**src/rtl/lte_ul_srcx1_pkg.sv**
```systemverilog
// lte_ul_srcx1_pkg: shared constants and FSM encoding for the LTE UL 8-antenna deinterleaver
package lte_ul_srcx1_pkg;
  localparam int FRAME_LEN_DFLT = 4915200;
  localparam int NUM_ANT = 8;
  localparam int IQ_W = 32;
  typedef enum logic [1:0] {IDLE = 2'd0, ALIGN = 2'd1, LOCK = 2'd2} state_t;
endpackage

```
**src/rtl/lte_ul_err_cnt.sv**
```systemverilog
// lte_ul_err_cnt: 16-bit saturating error counter, clear has priority over increment
module lte_ul_err_cnt (
  input  logic        clk,
  input  logic        rst,
  input  logic        clr,
  input  logic        inc,
  output logic [15:0] cnt
);
  always_ff @(posedge clk)
    if (rst || clr) cnt <= '0;
    else if (inc && cnt != 16'hFFFF) cnt <= cnt + 16'd1;
endmodule

```
**src/rtl/lte_ul_srcx1_rx.sv**
```systemverilog
// lte_ul_srcx1_rx: frame/antenna alignment and 8-lane deinterleave of an IQ stream
// Optional window check enabled by defining LTE_UL_SRCX1_RX_WINCHK_EN.
module lte_ul_srcx1_rx #(
  parameter int FRAME_LEN = lte_ul_srcx1_pkg::FRAME_LEN_DFLT,
  parameter int NUM_ANT = lte_ul_srcx1_pkg::NUM_ANT
) (
  input  logic                                       clk,
  input  logic                                       asy_rst,
  input  logic [lte_ul_srcx1_pkg::IQ_W-1:0]          i_data_iq,
  input  logic                                       i_fram_hd,
  input  logic                                       i_ant8_sel,
  input  logic [31:0]                                i_data_start,
  input  logic [31:0]                                i_data_end,
  input  logic                                       i_err_clr,
  output logic [NUM_ANT*lte_ul_srcx1_pkg::IQ_W-1:0]  o_lane_iq,
  output logic                                       o_lane_vld,
  output logic                                       o_fram_hd,
  output logic                                       o_lock,
  output logic [1:0]                                 o_state,
  output logic [15:0]                                o_hd_err_cnt,
  output logic [15:0]                                o_sel_err_cnt,
  output logic [15:0]                                o_win_err_cnt
);
  import lte_ul_srcx1_pkg::*;
  localparam int IW = $clog2(FRAME_LEN);
  localparam int SW = $clog2(NUM_ANT);
  state_t st, st_nx;
  logic [IW-1:0] idx, cur_idx, idx_nx;
  logic [SW-1:0] slot, ws;
  logic [NUM_ANT-2:0][IQ_W-1:0] grp;
  logic hd_seen, grp_hd, active, hd_err, slip, miss, done;
  always_comb begin
    active = st != IDLE;
    cur_idx = i_fram_hd ? '0 : idx;
    idx_nx = (cur_idx == IW'(FRAME_LEN - 1)) ? '0 : cur_idx + 1'b1;
    hd_err = active && (i_fram_hd != (idx == '0));
    slip = st == LOCK && i_ant8_sel && slot != '0;
    miss = st == LOCK && !i_ant8_sel && slot == '0;
    st_nx = st == IDLE ? (i_fram_hd ? ALIGN : IDLE) :
            st == ALIGN ? (i_ant8_sel ? LOCK : ALIGN) : (slip ? ALIGN : LOCK);
    ws = st == LOCK ? slot : '0;
    done = st == LOCK && slot == SW'(NUM_ANT - 1) && !slip;
    grp_hd = (ws == '0 ? 1'b0 : hd_seen) | i_fram_hd;
  end
  // Lanes 0..6 collect in grp; the last-slot sample goes straight to the output.
  always_ff @(posedge clk)
    if (asy_rst) begin
      st <= IDLE;
      idx <= '0;
      slot <= '0;
      grp <= '0;
      hd_seen <= 1'b0;
      o_lane_iq <= '0;
      o_lane_vld <= 1'b0;
      o_fram_hd <= 1'b0;
    end else begin
      st <= st_nx;
      idx <= idx_nx;
      slot <= st == LOCK ? slot + 1'b1 : SW'(1);
      if (st_nx == LOCK && !done) grp[ws] <= i_data_iq;
      hd_seen <= grp_hd;
      o_lane_vld <= done;
      o_fram_hd <= done && grp_hd;
      if (done) o_lane_iq <= {i_data_iq, grp};
    end
  assign o_lock = st == LOCK;
  assign o_state = st;
  lte_ul_err_cnt u_hd (.clk(clk), .rst(asy_rst), .clr(i_err_clr), .inc(hd_err), .cnt(o_hd_err_cnt));
  lte_ul_err_cnt u_sel (.clk(clk), .rst(asy_rst), .clr(i_err_clr), .inc(slip || miss), .cnt(o_sel_err_cnt));
`ifdef LTE_UL_SRCX1_RX_WINCHK_EN
  logic win_err;
  assign win_err = active && i_data_iq != '0 &&
                   (32'(cur_idx) < i_data_start || 32'(cur_idx) > i_data_end);
  lte_ul_err_cnt u_win (.clk(clk), .rst(asy_rst), .clr(i_err_clr), .inc(win_err), .cnt(o_win_err_cnt));
`else
  logic unused_win;
  assign unused_win = ^{i_data_start, i_data_end};
  assign o_win_err_cnt = '0;
`endif
endmodule
```
**config.mk**
```make
export PLATFORM = sky130hd
export DESIGN_NAME = lte_ul_srcx1_rx
export DESIGN_NICKNAME = d
export VERILOG_FILES = /design/src/rtl/lte_ul_srcx1_pkg.sv /design/src/rtl/lte_ul_err_cnt.sv /design/src/rtl/lte_ul_srcx1_rx.sv
export SDC_FILE = /design/constraint.sdc
export NUM_CORES = 1
export LEC_CHECK = 0
export CELL_PAD_IN_SITES_DETAIL_PLACEMENT = 0
export CELL_PAD_IN_SITES_GLOBAL_PLACEMENT = 1
export CORE_MARGIN = 4
export CORE_UTILIZATION = 48
export CTS_BUF_LIST = sky130_fd_sc_hd__clkbuf_2
export CTS_CLUSTER_DIAMETER = 100
export CTS_CLUSTER_SIZE = 16
export DETAILED_ROUTE_END_ITERATION = 8
export DONT_BUFFER_PORTS = 1
export PLACE_DENSITY = 0.86
export SLEW_MARGIN = 5
export SYNTH_ARGS = -nofsm -noshare
export SYNTH_HDL_FRONTEND = slang
export SYNTH_SLANG_ARGS = --single-unit
```
**constraint.sdc**
```tcl
create_clock -name clk -period 2.55 [get_ports clk]
set_input_delay 0.3825 -clock clk [delete_from_list [all_inputs] [get_ports clk]]
set_output_delay 0.3825 -clock clk [all_outputs]
set_load 0.1 [all_outputs]
```
==> metrics.yaml <==
timing:
  tightestPinTransition_ns: 1.26
  max_freq_mhz: 404
  finClkSkew_ns: 0.0819
  slew_viol_final: 0
  fin_ws_ns: 0.0734
  finalHoldViolCount: 388
  max_slew_margin_pct: 15.6
  fin_crit_sh_pct: 97.1
  fin_crit_ns: 2.48
  finalSetupViolCount: 0
  hold-worst-slack_ns: -0.521
global_routing:
  grt_pass1_wl_um: 93300
  grt_use_total_pct: 27.1
  grt_max_degree: 492
  antenna_found_initial: 14
  overflow: 0
  grt_pass1_vias: 15400
yosys:
  ys_types: 50
  async_reset_ff_share_pct: 0
  synthFlopType: "dfxtp_1"
  yosysWarnings: 0
  seq_area_frac_synth_pct: 55.1
  avgSynthCellArea_um2: 8.03
  ys_ff_latch: 543
  synth_cells: 2457
  synthesis.area_um2: 19700
  synth-edff-count: 0
place:
  place_congestion: 0.826
  port_buffers: 0
  place.detailed.hpwl_um: 37600
  post-place-ws_ns: 0.0908
detailed_routing:
  vias: 16800
  drt-pass1-iter-count: 5
  routed_wl_um: 63000
  drtAntennaViolNets: 0
  route.detailed.wl_per_inst_um: 20.1
  drc: 0
  drtIter0Drc: 1580
  viasPerCell: 5.34
setup_path:
  crit_path_max_fanout: 35
  end_kind: "flip-flop"
  cp_cell_sequence: "inv_1 > ha_1 > inv_1 > o21ai_2 > buf_4 > nand3_4 > buf_12 > nand2_1 > a21oi_1 > dlygate4sd3_1"
  required_ns: 3.56
  critPathBufInv: 5
  crit_arrival_ns: 3.49
  path_delay_family: "buffers and inverters"
  critPathMostFrequentCell: "inv_1"
  crit_path_start_kind: "flip-flop"
  slowest_stage: "dlygate4sd3_1"
  cpPeakStageDelay_ns: 0.60
  worstSetupPathType: "flip-flop to flip-flop"
outcome:
  outcome: "finished with violations"
  failed_checks: "negative hold slack"
floorplan:
  pin_count: 410
  rows: 74
  die_area_um2: 44400
  die_h_um: 211
  initial_utilization_pct: 48.4
  fp.coreArea_um2: 40700
  fp.dieW_um: 211
cts:
  clockBufferDepth: 3
  tritoncts: "done"
  clock_sinks: 543
  htreeDepth: 2
  clockRootBuffer: "clkbuf_2"
  numCtsBuffers: 39
  cts.clk_slew.worst_paths_ns: 0.32
  worstSkewPairLatency_ns: 1.05
finish:
  nNetsFinal: 2706
  drive_gt1_share_pct: 14.2
  area_growth_pct: 12.9
  layout_common_cells: "916 x nand2_1, 485 x dfxtp_1, 460 x a21oi_1"
  layout_commonest_cell: "nand2_1"
  fillers: 3862
power:
  leakage_nw: 7.99
  p_total_mw: 12.2
  power_density_nw_per_um2: 549
  peakVddDrop_mv: 0.442
flow_run:
  drv_cap: 0
hold_path:
  holdCritPathClass: "input port to flip-flop"
[stage by stage]
step / util (%) / instance area, um2 / instances / TNS (ns)
after floorplan: - / 19800 / 2472 / 0
after CTS: 54.6 / 22200 / 3130 / 0
final: 54.7 / 22300 / 3141 / 0
after detailed placement: 52.6 / 21400 / 3036 / 0
after global routing: 54.7 / 22300 / 3134 / -0.0472
after global placement: 52.6 / 21400 / 3036 / 0
[logic make-up (layout without fill, tap and decap cells)]
kind of cell | count (synthesis) | after routing | share of synthesized area, %
AO/OA/AOI/OAI | 489 | 489 | 12.8
XOR/XNOR | 40 | 40 | 1.78
adder cells (fa/ha/maj) | 6 | 6 | 0.380
buffers and inverters | 227 | 355 | 5.45
flip-flops | 543 | 543 | 55.1
multiplexers | 35 | 35 | 1.78
other | 1 | 25 | 0.0190
AND/OR/NAND/NOR | 1116 | 1116 | 22.7
[flip-flops by register name (all words and copies together), names as in the netlist, 2 cells and up]
register / cells
u_sel.cnt: 16
o_state: 2
slot: 3
grp: 224
idx: 23
o_lane_iq: 256
u_hd.cnt: 16
[final timing paths]
path | start | to | slack [ns] | cells after the start
worst max register to register | slot[0] | o_lane_iq[65] | 0.07 | 10
worst min-delay path | asy_rst | o_lane_iq[218] | -0.52 | 1
worst min register to register | grp[204] | o_lane_iq[204] | 0.41 | 2
worst max-delay path | slot[0] | o_lane_iq[65] | 0.07 | 10
[final cells by class]
type                            count  area (um2)  area share, %
Antenna cell                        9        22.5          0.101
Clock buffer                       41         205          0.921
Tap cell                          532         666           2.99
Clock inverter                      1        3.75         0.0168
Multi-Input combinational cell   1702        7880           35.4
Sequential cell                   543       10900           49.1
Inverter                           10        41.3          0.185
Timing Repair Buffer              303        2520           11.3
[where the power goes]
group | internal (mW) | switching (mW) | total [mW]
combinational | 0.157 | 0.483 | 0.640
sequential | 8.58 | 0.0300 | 8.61
clock | 0.417 | 2.58 | 3.00
total | 9.15 | 3.09 | 12.2
[synth_stat cells, drive strengths merged (8+ instances only)]
cell    count  area, um2
and3       17        106
xnor2      17        149
nor2       93        349
buf        85        542
nand2     916       3440
mux2i      35        350
inv        10       37.5
a21oi     460       2300
nor4        8       71.3
nand3      29        145
dfxtp     543      10900
nor3        9       50.1
o21ai      11       58.8
clkbuf    132        495
nand4      13       81.3
xor2       23        201
[routing by layer]
metal,global-route usage [%],vias to the layer above,routed length [um]
li1,-,8159,-
met5,0,-,54
met3,6.80,118,5320
met2,44.0,501,29000
met4,8.67,8,2140
met1,35.9,7997,26500
[what timing repair did]
action                     CTS  global route
cloned                       0             0
resized for setup           54             6
hold endpoints to repair   543           491
hold buffers                50             1
setup endpoints to repair   60           101
buffers inserted             2             1
pin swaps                    0             2
No activity file was read; power rests on OpenSTA's default activity.
